## config.mk

```make
export PLATFORM = sky130hd
export DESIGN_NAME = sram_bus_bridge
export DESIGN_NICKNAME = d
export VERILOG_FILES = /design/src/rtl/sram_bridge_pkg.sv /design/src/rtl/mclk_edge_det.sv /design/src/rtl/sram_bus_bridge.sv
export SDC_FILE = /design/constraint.sdc
export NUM_CORES = 1
export LEC_CHECK = 0
export BUFFER_PORTS_ARGS = -buffer_cell sky130_fd_sc_hd__buf_2
export CELL_PAD_IN_SITES_DETAIL_PLACEMENT = 0
export CELL_PAD_IN_SITES_GLOBAL_PLACEMENT = 2
export CORE_MARGIN = 4
export CORE_UTILIZATION = 33
export DETAILED_ROUTE_END_ITERATION = 7
export PLACE_DENSITY_LB_ADDON = 0.25
export REMOVE_ABC_BUFFERS = 1
export SETUP_SLACK_MARGIN = 0.5
export SLEW_MARGIN = 20
export SYNTH_ARGS = -nofsm -noshare
export SYNTH_HDL_FRONTEND = slang
export SYNTH_SLANG_ARGS = --single-unit
```

## constraint.sdc

```tcl
create_clock -name GlobalClock -period 4.4 [get_ports GlobalClock]
set_input_delay 0.44 -clock GlobalClock [delete_from_list [all_inputs] [get_ports GlobalClock]]
set_output_delay 0.44 -clock GlobalClock [all_outputs]
set_load 0.03 [all_outputs]
```

## src/rtl/sram_bridge_pkg.sv

```systemverilog
// Shared types for the cpu-memory-port to async SRAM bridge.
package sram_bridge_pkg;

  // Access sequencer states
  typedef enum logic [1:0] {
    ST_IDLE   = 2'd0,
    ST_SETUP  = 2'd1,
    ST_ACCESS = 2'd2,
    ST_HOLD   = 2'd3
  } state_e;

  // Decoded cpu request
  typedef enum logic [1:0] {
    REQ_NONE  = 2'd0,
    REQ_READ  = 2'd1,
    REQ_WRITE = 2'd2
  } req_e;

  // Write wins over read when both strobes are asserted
  function automatic req_e decode_req(input logic we, input logic oen);
    req_e r;
    r = REQ_NONE;
    if (we) begin
      r = REQ_WRITE;
    end else if (!oen) begin
      r = REQ_READ;
    end
    return r;
  endfunction

endpackage

```

## src/rtl/mclk_edge_det.sv

```systemverilog
// Rising-edge detector for the cpu memory strobe, synchronous to the system clock.
module mclk_edge_det (
  input  logic clk_i,
  input  logic rst_ni,
  input  logic mclk_i,
  output logic start_c_o
);

  logic mclk_q;

  // Previous mCLK level; resets high so a strobe already high at release is not an edge
  always_ff @(posedge clk_i or negedge rst_ni) begin
    if (!rst_ni) begin
      mclk_q <= 1'b1;
    end else begin
      mclk_q <= mclk_i;
    end
  end

  assign start_c_o = mclk_i & ~mclk_q;

endmodule

```

## src/rtl/sram_bus_bridge.sv

```systemverilog
// Runs one timed async-SRAM access per mCLK rising edge, with ROM write protection.
module sram_bus_bridge
  import sram_bridge_pkg::*;
#(
  parameter int unsigned          ADDR_W      = 16,
  parameter int unsigned          DATA_W      = 8,
  parameter int unsigned          WAIT_STATES = 2,
  parameter logic [ADDR_W-1:0]    ROM_BASE    = 16'hE000,
  parameter logic [DATA_W-1:0]    RESET_DOUT  = 8'hEA
) (
  input  logic              GlobalClock,
  input  logic              nReset,
  input  logic              mCLK,
  input  logic [ADDR_W-1:0] mADDR,
  input  logic [DATA_W-1:0] mDIN,
  input  logic              mWE,
  input  logic              mOEN,
  output logic [DATA_W-1:0] mDOUT,
  output logic              busy,
  output logic              overrun,
  output logic              wp_err,
  output logic [ADDR_W-1:0] sram_addr,
  output logic [DATA_W-1:0] sram_dq_o,
  output logic              sram_dq_oe,
  input  logic [DATA_W-1:0] sram_dq_i,
  output logic              sram_ce_n,
  output logic              sram_oe_n,
  output logic              sram_we_n
);

  localparam int unsigned CNT_W = $clog2(WAIT_STATES + 1);

  logic              start_c;
  req_e              req_c;
  logic              rom_hit_c;

  state_e            state_q;
  logic [CNT_W-1:0]  cnt_q;
  logic              is_wr_q;
  logic [DATA_W-1:0] mdout_q;
  logic              busy_q;
  logic              overrun_q;
  logic              wp_err_q;
  logic [ADDR_W-1:0] addr_q;
  logic [DATA_W-1:0] dq_o_q;
  logic              dq_oe_q;
  logic              ce_n_q;
  logic              oe_n_q;
  logic              we_n_q;

  mclk_edge_det u_edge (
    .clk_i     (GlobalClock),
    .rst_ni    (nReset),
    .mclk_i    (mCLK),
    .start_c_o (start_c)
  );

  assign req_c     = decode_req(mWE, mOEN);
  assign rom_hit_c = (mADDR >= ROM_BASE);

  // Access sequencer with registered SRAM strobes, capture registers and sticky flags
  always_ff @(posedge GlobalClock or negedge nReset) begin
    if (!nReset) begin
      state_q   <= ST_IDLE;
      cnt_q     <= '0;
      is_wr_q   <= 1'b0;
      mdout_q   <= RESET_DOUT;
      busy_q    <= 1'b0;
      overrun_q <= 1'b0;
      wp_err_q  <= 1'b0;
      addr_q    <= '0;
      dq_o_q    <= '0;
      dq_oe_q   <= 1'b0;
      ce_n_q    <= 1'b1;
      oe_n_q    <= 1'b1;
      we_n_q    <= 1'b1;
    end else begin
      if (start_c && (state_q != ST_IDLE)) begin
        overrun_q <= 1'b1;
      end
      case (state_q)
        ST_IDLE: begin
          if (start_c) begin
            addr_q <= mADDR;
            dq_o_q <= mDIN;
            if ((req_c == REQ_WRITE) && rom_hit_c) begin
              wp_err_q <= 1'b1;
            end else if (req_c != REQ_NONE) begin
              state_q <= ST_SETUP;
              busy_q  <= 1'b1;
              ce_n_q  <= 1'b0;
              is_wr_q <= (req_c == REQ_WRITE);
              dq_oe_q <= (req_c == REQ_WRITE);
            end
          end
        end
        ST_SETUP: begin
          state_q <= ST_ACCESS;
          cnt_q   <= CNT_W'(WAIT_STATES);
          oe_n_q  <= is_wr_q;
          we_n_q  <= ~is_wr_q;
        end
        ST_ACCESS: begin
          if (cnt_q == CNT_W'(1)) begin
            state_q <= ST_HOLD;
            oe_n_q  <= 1'b1;
            we_n_q  <= 1'b1;
            if (!is_wr_q) begin
              mdout_q <= sram_dq_i;
            end
          end else begin
            cnt_q <= cnt_q - CNT_W'(1);
          end
        end
        ST_HOLD: begin
          state_q <= ST_IDLE;
          busy_q  <= 1'b0;
          ce_n_q  <= 1'b1;
          dq_oe_q <= 1'b0;
        end
        default: begin
          state_q <= ST_IDLE;
        end
      endcase
    end
  end

  assign mDOUT      = mdout_q;
  assign busy       = busy_q;
  assign overrun    = overrun_q;
  assign wp_err     = wp_err_q;
  assign sram_addr  = addr_q;
  assign sram_dq_o  = dq_o_q;
  assign sram_dq_oe = dq_oe_q;
  assign sram_ce_n  = ce_n_q;
  assign sram_oe_n  = oe_n_q;
  assign sram_we_n  = we_n_q;

endmodule
```

==> results of run 1 <==
cell families after synthesis:
| kind of cell | count (synthesis) |
|---|---|
| muxes | 38 |
| xor gates and xnor gates | 1 |
| and+or+nand+nor | 16 |
| adders and majority gates | 5 |
| DFF | 45 |
| buffers and inverters | 10 |
| AOI/OAI and AO/OA | 12 |
worst max-delay path: stages, from the launching register on:
cell and delay (ns):
sky130_fd_sc_hd__dfrtp_1 0.42, sky130_fd_sc_hd__inv_1 0.10, sky130_fd_sc_hd__ha_1 0.31, sky130_fd_sc_hd__nand2_2 0.40
sky130_fd_sc_hd__mux2_1 0.45
power groups by stage:
stage | combinational [mW] | sequential (mW) | clock (mW)
final | 0.947 | 0.751 | 0.242
after global routing | 1.01 | 0.780 | 0.278
after CTS | 0.966 | 0.755 | 0.257
after detailed placement | 0.962 | 0.758 | 0
after global placement | 0.944 | 0.748 | 0
after floorplan | 0.326 | 1.11 | 0
area by class of cell:
cell class / count / area [µm²]
fillers: 535 / 3123
clock inverters: 1 / 7.507
inverters: 6 / 22.52
flip-flops and latches: 45 / 1137
well taps: 72 / 90.09
repair buffers: 75 / 377.9
multi-input cells: 72 / 705.7
clock buffers: 7 / 76.32
through the flow:
| step | std cells | instance area (µm²) | utilization | hold slack (ns) | total power [mW] |
|---|---|---|---|---|---|
| floorplan | 123 | 1866 | - | 0.1444 | 1.431 |
| global placement | 270 | 2331 | 0.4207 | 0.4352 | 1.692 |
| detailed placement | 270 | 2331 | 0.4207 | 0.4394 | 1.720 |
| CTS | 278 | 2415 | 0.4359 | 0.2397 | 1.978 |
| global route | 278 | 2417 | 0.4363 | 0.1839 | 2.071 |
| finish | 278 | 2417 | 0.4363 | 0.1408 | 1.940 |
sequential cells by signal, summed over array words and instances, names as in the netlist, 2 cells and up:
register	cells
mDOUT	8
state_q	2
sram_dq_o	8
sram_addr	16
cnt_q	2
worst paths after layout:
kind | start | endpoint | slack [ns] | cells after the start
max | state_q[0] | sram_addr[9] | 2.58 | 4
max reg2reg | state_q[0] | sram_addr[9] | 2.58 | 4
min | nReset | sram_dq_oe | 0.14 | 1
max in group asynchronous | nReset | sram_dq_o[6] | 3.87 | 1
min in group GlobalClock | mCLK | u_edge.mclk_q | 0.25 | 1
min reg2reg | overrun | overrun | 0.46 | 1
layout by cell type (no fill, tap or decap), types with 3 or more instances in the layout:
cell | synthesis | layout
sky130_fd_sc_hd__buf_2 | 3 | 74
sky130_fd_sc_hd__dfrtp_1 | 36 | 36
sky130_fd_sc_hd__mux2_1 | 26 | 26
sky130_fd_sc_hd__dfstp_2 | 9 | 9
sky130_fd_sc_hd__mux2_4 | 8 | 8
sky130_fd_sc_hd__inv_1 | 6 | 6
sky130_fd_sc_hd__ha_1 | 5 | 5
sky130_fd_sc_hd__clkbuf_8 | 0 | 5
sky130_fd_sc_hd__nand2b_1 | 3 | 3
sky130_fd_sc_hd__o22a_1 | 3 | 3
sky130_fd_sc_hd__nor2_1 | 3 | 3
sky130_fd_sc_hd__mux2i_1 | 3 | 3
per-layer routing:
| metal | vias to the layer above | part of all wire |
|---|---|---|
| met5 | - | 0 |
| met4 | 0 | 0.012 |
| met3 | 5 | 0.089 |
| met2 | 46 | 0.50 |
| met1 | 620 | 0.40 |
| li1 | 592 | - |
==> impl_metrics.prom, run 1 <==
# TYPE chip_impl_metric gauge
chip_impl_metric{name="post_cts_repair_resize_count",unit=""} 0
chip_impl_info{name="combinational_family_with_the_most_area_after_synthesis",value="multiplexers"} 1
chip_impl_metric{name="synth_mux_area_frac",unit=""} 0.2401
chip_impl_metric{name="io_pins",unit=""} 76
chip_impl_metric{name="detailed_place_hpwl",unit="µm"} 2892
chip_impl_metric{name="timing.max_cap.violations",unit=""} 0
chip_impl_metric{name="die_h",unit="µm"} 83.72
chip_impl_metric{name="fp.coreArea",unit="µm²"} 5540
chip_impl_info{name="top_count_cell_post_synth",value="sky130_fd_sc_hd__dfrtp_1"} 1
chip_impl_metric{name="start_util",unit=""} 0.3415
chip_impl_metric{name="dp_worst_setup_slack",unit="ns"} 2.555
chip_impl_info{name="synth.top_cells.by_count",value="sky130_fd_sc_hd__dfrtp_1 (36), sky130_fd_sc_hd__mux2_1 (26), sky130_fd_sc_hd__dfstp_2 (9), sky130_fd_sc_hd__mux2_4 (8), sky130_fd_sc_hd__inv_1 (6)"} 1
chip_impl_info{name="kind_of_start_point_of_the_critical_path",value="flip-flop"} 1
chip_impl_metric{name="timing.critical_path.arrival",unit="ns"} 1.99
chip_impl_metric{name="cp.required",unit="ns"} 4.57
chip_impl_metric{name="count_of_different_cell_masters_after_synthesis",unit=""} 29
chip_impl_metric{name="clock_latency",unit="ns"} 0.29
chip_impl_metric{name="post_drt_via_cell_ratio",unit=""} 4.543
chip_impl_metric{name="power.combinational.fraction",unit=""} 0.488
chip_impl_metric{name="postRouteWirelength",unit="µm"} 3919
chip_impl_metric{name="leakagePower",unit="nW"} 1.203
chip_impl_metric{name="fp.dieArea",unit="µm²"} 7008
chip_impl_metric{name="syn_area_per_cell",unit="µm²"} 14.90
chip_impl_metric{name="antenna_violations_before_repair",unit=""} 0
chip_impl_metric{name="diodes",unit=""} 0
chip_impl_metric{name="cts.sink_count",unit=""} 45
chip_impl_metric{name="grtUsageMet2",unit=""} 0.1909
chip_impl_metric{name="internal_power_component",unit="mW"} 1.100
chip_impl_metric{name="netlist_area",unit="µm²"} 1892
chip_impl_metric{name="dr_total_vias",unit=""} 1263
chip_impl_metric{name="final.setup_skew",unit="ns"} 0.003466
chip_impl_metric{name="p_clk_frac",unit=""} 0.125
chip_impl_metric{name="finalWeightedCongestion",unit=""} 0.6973
chip_impl_info{name="timing_worst_setup_path_type",value="reg2reg"} 1
chip_impl_metric{name="max-slew-margin-rel",unit=""} 0.6114
chip_impl_metric{name="drc",unit=""} 0
chip_impl_metric{name="global_route.usage.total",unit=""} 0.1154
chip_impl_metric{name="overflow",unit=""} 0
chip_impl_metric{name="cts_hold_repair.buffers",unit=""} 0
chip_impl_metric{name="hold_viol",unit=""} 0
chip_impl_metric{name="asyncSetResetFlopFracSynth",unit=""} 1.000
chip_impl_metric{name="post_layout_worst_setup_margin",unit="ns"} 2.579
chip_impl_info{name="endpoint_kind",value="flip-flop"} 1
chip_impl_metric{name="peakVddDrop",unit="mV"} 0.3544
chip_impl_info{name="grt-busiest-layer",value="met2"} 1
chip_impl_metric{name="post_route_cells_drive_above_1_share",unit=""} 0.5000
chip_impl_metric{name="grt_use_met3",unit=""} 0.04837
chip_impl_metric{name="clock_tree.buffer_depth",unit=""} 2
chip_impl_metric{name="grt_first_pass_wirelength",unit="µm"} 6644
chip_impl_metric{name="pwr_density_cell",unit="nW/µm²"} 802.7
chip_impl_info{name="outcome",value="completed"} 1
chip_impl_info{name="ys_dominant_reg_cell",value="sky130_fd_sc_hd__dfrtp_1"} 1
chip_impl_metric{name="setup_viol",unit=""} 0
chip_impl_metric{name="yosys.area_share.adder",unit=""} 0.03307
chip_impl_metric{name="synthSimpleGateAreaFrac",unit=""} 0.04894
chip_impl_metric{name="synth-seq-area-share",unit=""} 0.6012
chip_impl_metric{name="final_max_slew_viol_count",unit=""} 0
chip_impl_metric{name="floorplan.rows",unit=""} 27
chip_impl_metric{name="synth_compound_gate_area_share",unit=""} 0.04630
chip_impl_info{name="yosys-top-cells-area",value="sky130_fd_sc_hd__dfrtp_1 (48%), sky130_fd_sc_hd__mux2_1 (15%), sky130_fd_sc_hd__dfstp_2 (13%)"} 1
chip_impl_metric{name="netSwitchingFraction",unit=""} 0.4332
chip_impl_info{name="rsz0062_at_grt",value="false"} 1
chip_impl_metric{name="nets",unit=""} 247
chip_impl_metric{name="p_seq_frac",unit=""} 0.387
chip_impl_metric{name="tns_setup",unit="ns"} 0
chip_impl_metric{name="die_x",unit="µm"} 83.72
chip_impl_metric{name="ys_ff_latch",unit=""} 45
chip_impl_metric{name="tritoncts.num_buffers",unit=""} 5
chip_impl_metric{name="fin_crit_sh",unit=""} 0.4138
chip_impl_metric{name="yosysWarningCount",unit=""} 0
chip_impl_metric{name="drt-initial-drc-count",unit=""} 44
chip_impl_info{name="hold_path.class",value="in2async"} 1
chip_impl_metric{name="wl_per_cell",unit="µm"} 14.10
chip_impl_metric{name="worst-slew-pin-transition",unit="ns"} 0.5808
chip_impl_metric{name="cts.clk_slew.worst_paths",unit="ns"} 0.08
chip_impl_metric{name="post_cts.repair.setup_buffers",unit=""} 0
chip_impl_metric{name="synthCells",unit=""} 127
chip_impl_metric{name="min_period",unit="ns"} 1.821
chip_impl_metric{name="synth_top_area_share",unit=""} 0.4762
chip_impl_metric{name="synth_xor_xnor_area_share",unit=""} 0.004630
chip_impl_metric{name="portBuffers",unit=""} 75
chip_impl_metric{name="synth-edff-count",unit=""} 0
chip_impl_metric{name="globalRouteMet1Util",unit=""} 0.1370
chip_impl_metric{name="synthToLayoutAreaGrowth",unit="%"} 27.78
chip_impl_metric{name="route.antenna.remaining_nets",unit=""} 0
chip_impl_info{name="clock_tree_from_tritoncts",value="yes"} 1
chip_impl_metric{name="detailedRoute.firstPassIterationCount",unit=""} 2
chip_impl_info{name="cts_root_buf",value="sky130_fd_sc_hd__clkbuf_8"} 1
chip_impl_metric{name="first_global_vias",unit=""} 1366
chip_impl_metric{name="grt_max_degree",unit=""} 46
chip_impl_metric{name="critPathMaxFanout",unit=""} 25
chip_impl_metric{name="total_switching_power",unit="µW"} 840.6
chip_impl_metric{name="fmax",unit="MHz"} 549.2
chip_impl_metric{name="htree_levels",unit=""} 2
chip_impl_info{name="synth_top_area_cell",value="sky130_fd_sc_hd__dfrtp_1"} 1
(Power assumes the default switching activity.)
==> inputs of run 2 (changes only) <==
--- a/config.mk
+++ b/config.mk
@@ -9,7 +9,7 @@
 export CELL_PAD_IN_SITES_DETAIL_PLACEMENT = 0
 export CELL_PAD_IN_SITES_GLOBAL_PLACEMENT = 2
 export CORE_MARGIN = 4
-export CORE_UTILIZATION = 33
+export CORE_UTILIZATION = 31
 export DETAILED_ROUTE_END_ITERATION = 7
 export PLACE_DENSITY_LB_ADDON = 0.25
 export REMOVE_ABC_BUFFERS = 1
==> constraint.sdc (replaced) <==
create_clock -name GlobalClock -period 1.88 [get_ports GlobalClock]
set_input_delay 0.188 -clock GlobalClock [delete_from_list [all_inputs] [get_ports GlobalClock]]
set_output_delay 0.188 -clock GlobalClock [all_outputs]
set_load 0.03 [all_outputs]
==> impl_metrics.prom, run 2 (synthesized netlist as in run 1, its figures left out) <==
# TYPE chip_impl_metric gauge
chip_impl_metric{name="hold_viol",unit=""} 0
chip_impl_metric{name="die_h",unit="µm"} 86.12
chip_impl_info{name="mostFrequentLayoutCell",value="sky130_fd_sc_hd__buf_2"} 1
chip_impl_metric{name="drt-initial-drc-count",unit=""} 32
chip_impl_metric{name="start_util",unit=""} 0.3195
chip_impl_metric{name="tritoncts.num_buffers",unit=""} 5
chip_impl_metric{name="design_power_total",unit="mW"} 5.230
chip_impl_metric{name="postRouteWirelength",unit="µm"} 4568
chip_impl_metric{name="largest_register_ffs",unit=""} 16
chip_impl_metric{name="worst-slew-pin-transition",unit="ns"} 0.5406
chip_impl_metric{name="clock_latency",unit="ns"} 0.29
chip_impl_metric{name="timing.max_cap.violations",unit=""} 0
chip_impl_metric{name="fp.dieArea",unit="µm²"} 7417
chip_impl_metric{name="peakVddDrop",unit="mV"} 0.8708
chip_impl_metric{name="dp_worst_setup_slack",unit="ns"} 0.07871
chip_impl_metric{name="dr_total_vias",unit=""} 1343
chip_impl_metric{name="final_max_slew_viol_count",unit=""} 0
chip_impl_metric{name="diodes",unit=""} 0
chip_impl_metric{name="multi_input_gate_area",unit="µm²"} 802.0
chip_impl_metric{name="min_period",unit="ns"} 1.438
chip_impl_metric{name="nets",unit=""} 263
chip_impl_metric{name="setup_viol",unit=""} 0
chip_impl_metric{name="io_pins",unit=""} 76
chip_impl_metric{name="detailed_place_hpwl",unit="µm"} 3117
chip_impl_metric{name="grt_max_degree",unit=""} 25
chip_impl_metric{name="max-slew-margin-rel",unit=""} 0.6396
chip_impl_info{name="endpoint_kind",value="flip-flop"} 1
chip_impl_metric{name="leakagePower",unit="nW"} 1.351
chip_impl_metric{name="htree_levels",unit=""} 2
chip_impl_info{name="timing_worst_setup_path_type",value="reg2reg"} 1
chip_impl_info{name="most-common-layout-cells",value="sky130_fd_sc_hd__buf_2 (75), sky130_fd_sc_hd__dfrtp_1 (36), sky130_fd_sc_hd__mux2_1 (24)"} 1
chip_impl_info{name="hold_path.class",value="in2reg"} 1
chip_impl_metric{name="timing.critical_path.arrival",unit="ns"} 1.62
chip_impl_metric{name="clock_tree.buffer_depth",unit=""} 2
chip_impl_metric{name="finalWeightedCongestion",unit=""} 0.6954
chip_impl_metric{name="ff_latch_area",unit="µm²"} 1137
chip_impl_metric{name="cts.sink_count",unit=""} 45
chip_impl_metric{name="portBuffers",unit=""} 75
chip_impl_info{name="rsz0062_at_grt",value="true"} 1
chip_impl_metric{name="post_layout_worst_setup_margin",unit="ns"} 0.4419
chip_impl_metric{name="fmax",unit="MHz"} 695.4
chip_impl_metric{name="grt_first_pass_wirelength",unit="µm"} 7224
chip_impl_metric{name="die_x",unit="µm"} 86.12
chip_impl_metric{name="tns_setup",unit="ns"} 0
chip_impl_metric{name="pwr_density_cell",unit="nW/µm²"} 1907
chip_impl_metric{name="drc",unit=""} 0
chip_impl_info{name="cts_root_buf",value="sky130_fd_sc_hd__clkbuf_8"} 1
chip_impl_metric{name="post_route_cells_drive_above_1_share",unit=""} 0.5991
chip_impl_metric{name="wl_per_cell",unit="µm"} 15.38
chip_impl_metric{name="global_route.usage.total",unit=""} 0.1252
chip_impl_metric{name="post_drt_via_cell_ratio",unit=""} 4.522
chip_impl_metric{name="num-fill-cells",unit=""} 516
chip_impl_metric{name="synthToLayoutAreaGrowth",unit="%"} 44.97
chip_impl_info{name="clock_tree_from_tritoncts",value="yes"} 1
chip_impl_metric{name="floorplan.rows",unit=""} 28
chip_impl_info{name="outcome",value="completed"} 1
chip_impl_metric{name="fin_worst_hold_slack",unit="ns"} 0.1079
chip_impl_metric{name="fin_crit_sh",unit=""} 0.7650
chip_impl_metric{name="first_global_vias",unit=""} 1473
chip_impl_metric{name="detailedRoute.firstPassIterationCount",unit=""} 4
chip_impl_metric{name="antenna_violations_before_repair",unit=""} 0
chip_impl_metric{name="cts.clk_slew.worst_paths",unit="ns"} 0.08
chip_impl_metric{name="critPathMaxFanout",unit=""} 8
chip_impl_info{name="kind_of_start_point_of_the_critical_path",value="flip-flop"} 1
chip_impl_metric{name="final.setup_skew",unit="ns"} 0.004203
chip_impl_metric{name="overflow",unit=""} 0
chip_impl_metric{name="route.antenna.remaining_nets",unit=""} 0
chip_impl_metric{name="cp.required",unit="ns"} 2.06
chip_impl_metric{name="fp.coreArea",unit="µm²"} 5921
run 2: cell types whose count changed in the layout (fill, tap and decap cells not counted), sizes merged:
cell | previous run | this run
buf | 75 | 88
bufinv | 0 | 1
clkbuf | 7 | 8
clkinvlp | 1 | 0
dlygate4sd3 | 0 | 2
run 2: final timing paths:
path | from | end | slack (ns) | depth (start not counted)
min | mDIN[7] | sram_dq_o[7] | 0.11 | 2
max in group asynchronous | nReset | u_edge.mclk_q | 0.87 | 3
min reg2reg | overrun | overrun | 0.46 | 1
min in group asynchronous | nReset | cnt_q[0] | 0.42 | 2
max | state_q[0] | mDOUT[2] | 0.44 | 5
max reg2reg | state_q[0] | mDOUT[2] | 0.44 | 5
run 2: per-stage QoR:
stage / utilization / instances / area, µm²
floorplan: - / 123 / 1866
global placement: 0.4011 / 275 / 2375
detailed placement: 0.4011 / 275 / 2375
CTS: 0.4556 / 296 / 2698
global route: 0.4632 / 297 / 2743
finish: 0.4632 / 297 / 2743
run 2: area by class of cell:
class / instances / area share
inverter: 6 / 0.008212
multi-input combinational: 72 / 0.2924
tap: 75 / 0.03422
clock buffer: 7 / 0.03148
sequential: 45 / 0.4147
timing repair buffer: 91 / 0.2080
clock inverter: 1 / 0.01095
run 2: repair_timing:
action                                  in CTS  in global routing
hold buffers                                 2                  0
buffers inserted                            10                  0
gates cloned                                 1                  1
endpoints found under the setup margin      36                 37
hold endpoints to repair                    15                  0
gates resized for setup                     22                  4
pin swaps                                    4                  3
run 2: power breakdown:
| part | internal [mW] | switching, mW | total [mW] |
|---|---|---|---|
| Clock | 0.433 | 0.308 | 0.741 |
| Combinational | 1.15 | 1.57 | 2.72 |
| Sequential | 1.50 | 0.268 | 1.77 |
run 2: layer usage:
layer	wire length, µm	vias to the layer above	part of all wire	track usage
li1	-	631	-	-
met2	2307	47	0.51	0.2144
met1	1866	658	0.41	0.1397
met5	0	-	0	0
met4	72	0	0.016	0.04604
met3	322	7	0.070	0.04995
run 2: worst max-delay path, stage by stage, from the launching register on:
cell,delay (ns)
sky130_fd_sc_hd__dfrtp_1,0.39
sky130_fd_sc_hd__inv_2,0.10
sky130_fd_sc_hd__ha_4,0.16
sky130_fd_sc_hd__nand2_2,0.06
sky130_fd_sc_hd__or2_4,0.30
sky130_fd_sc_hd__mux2_4,0.31
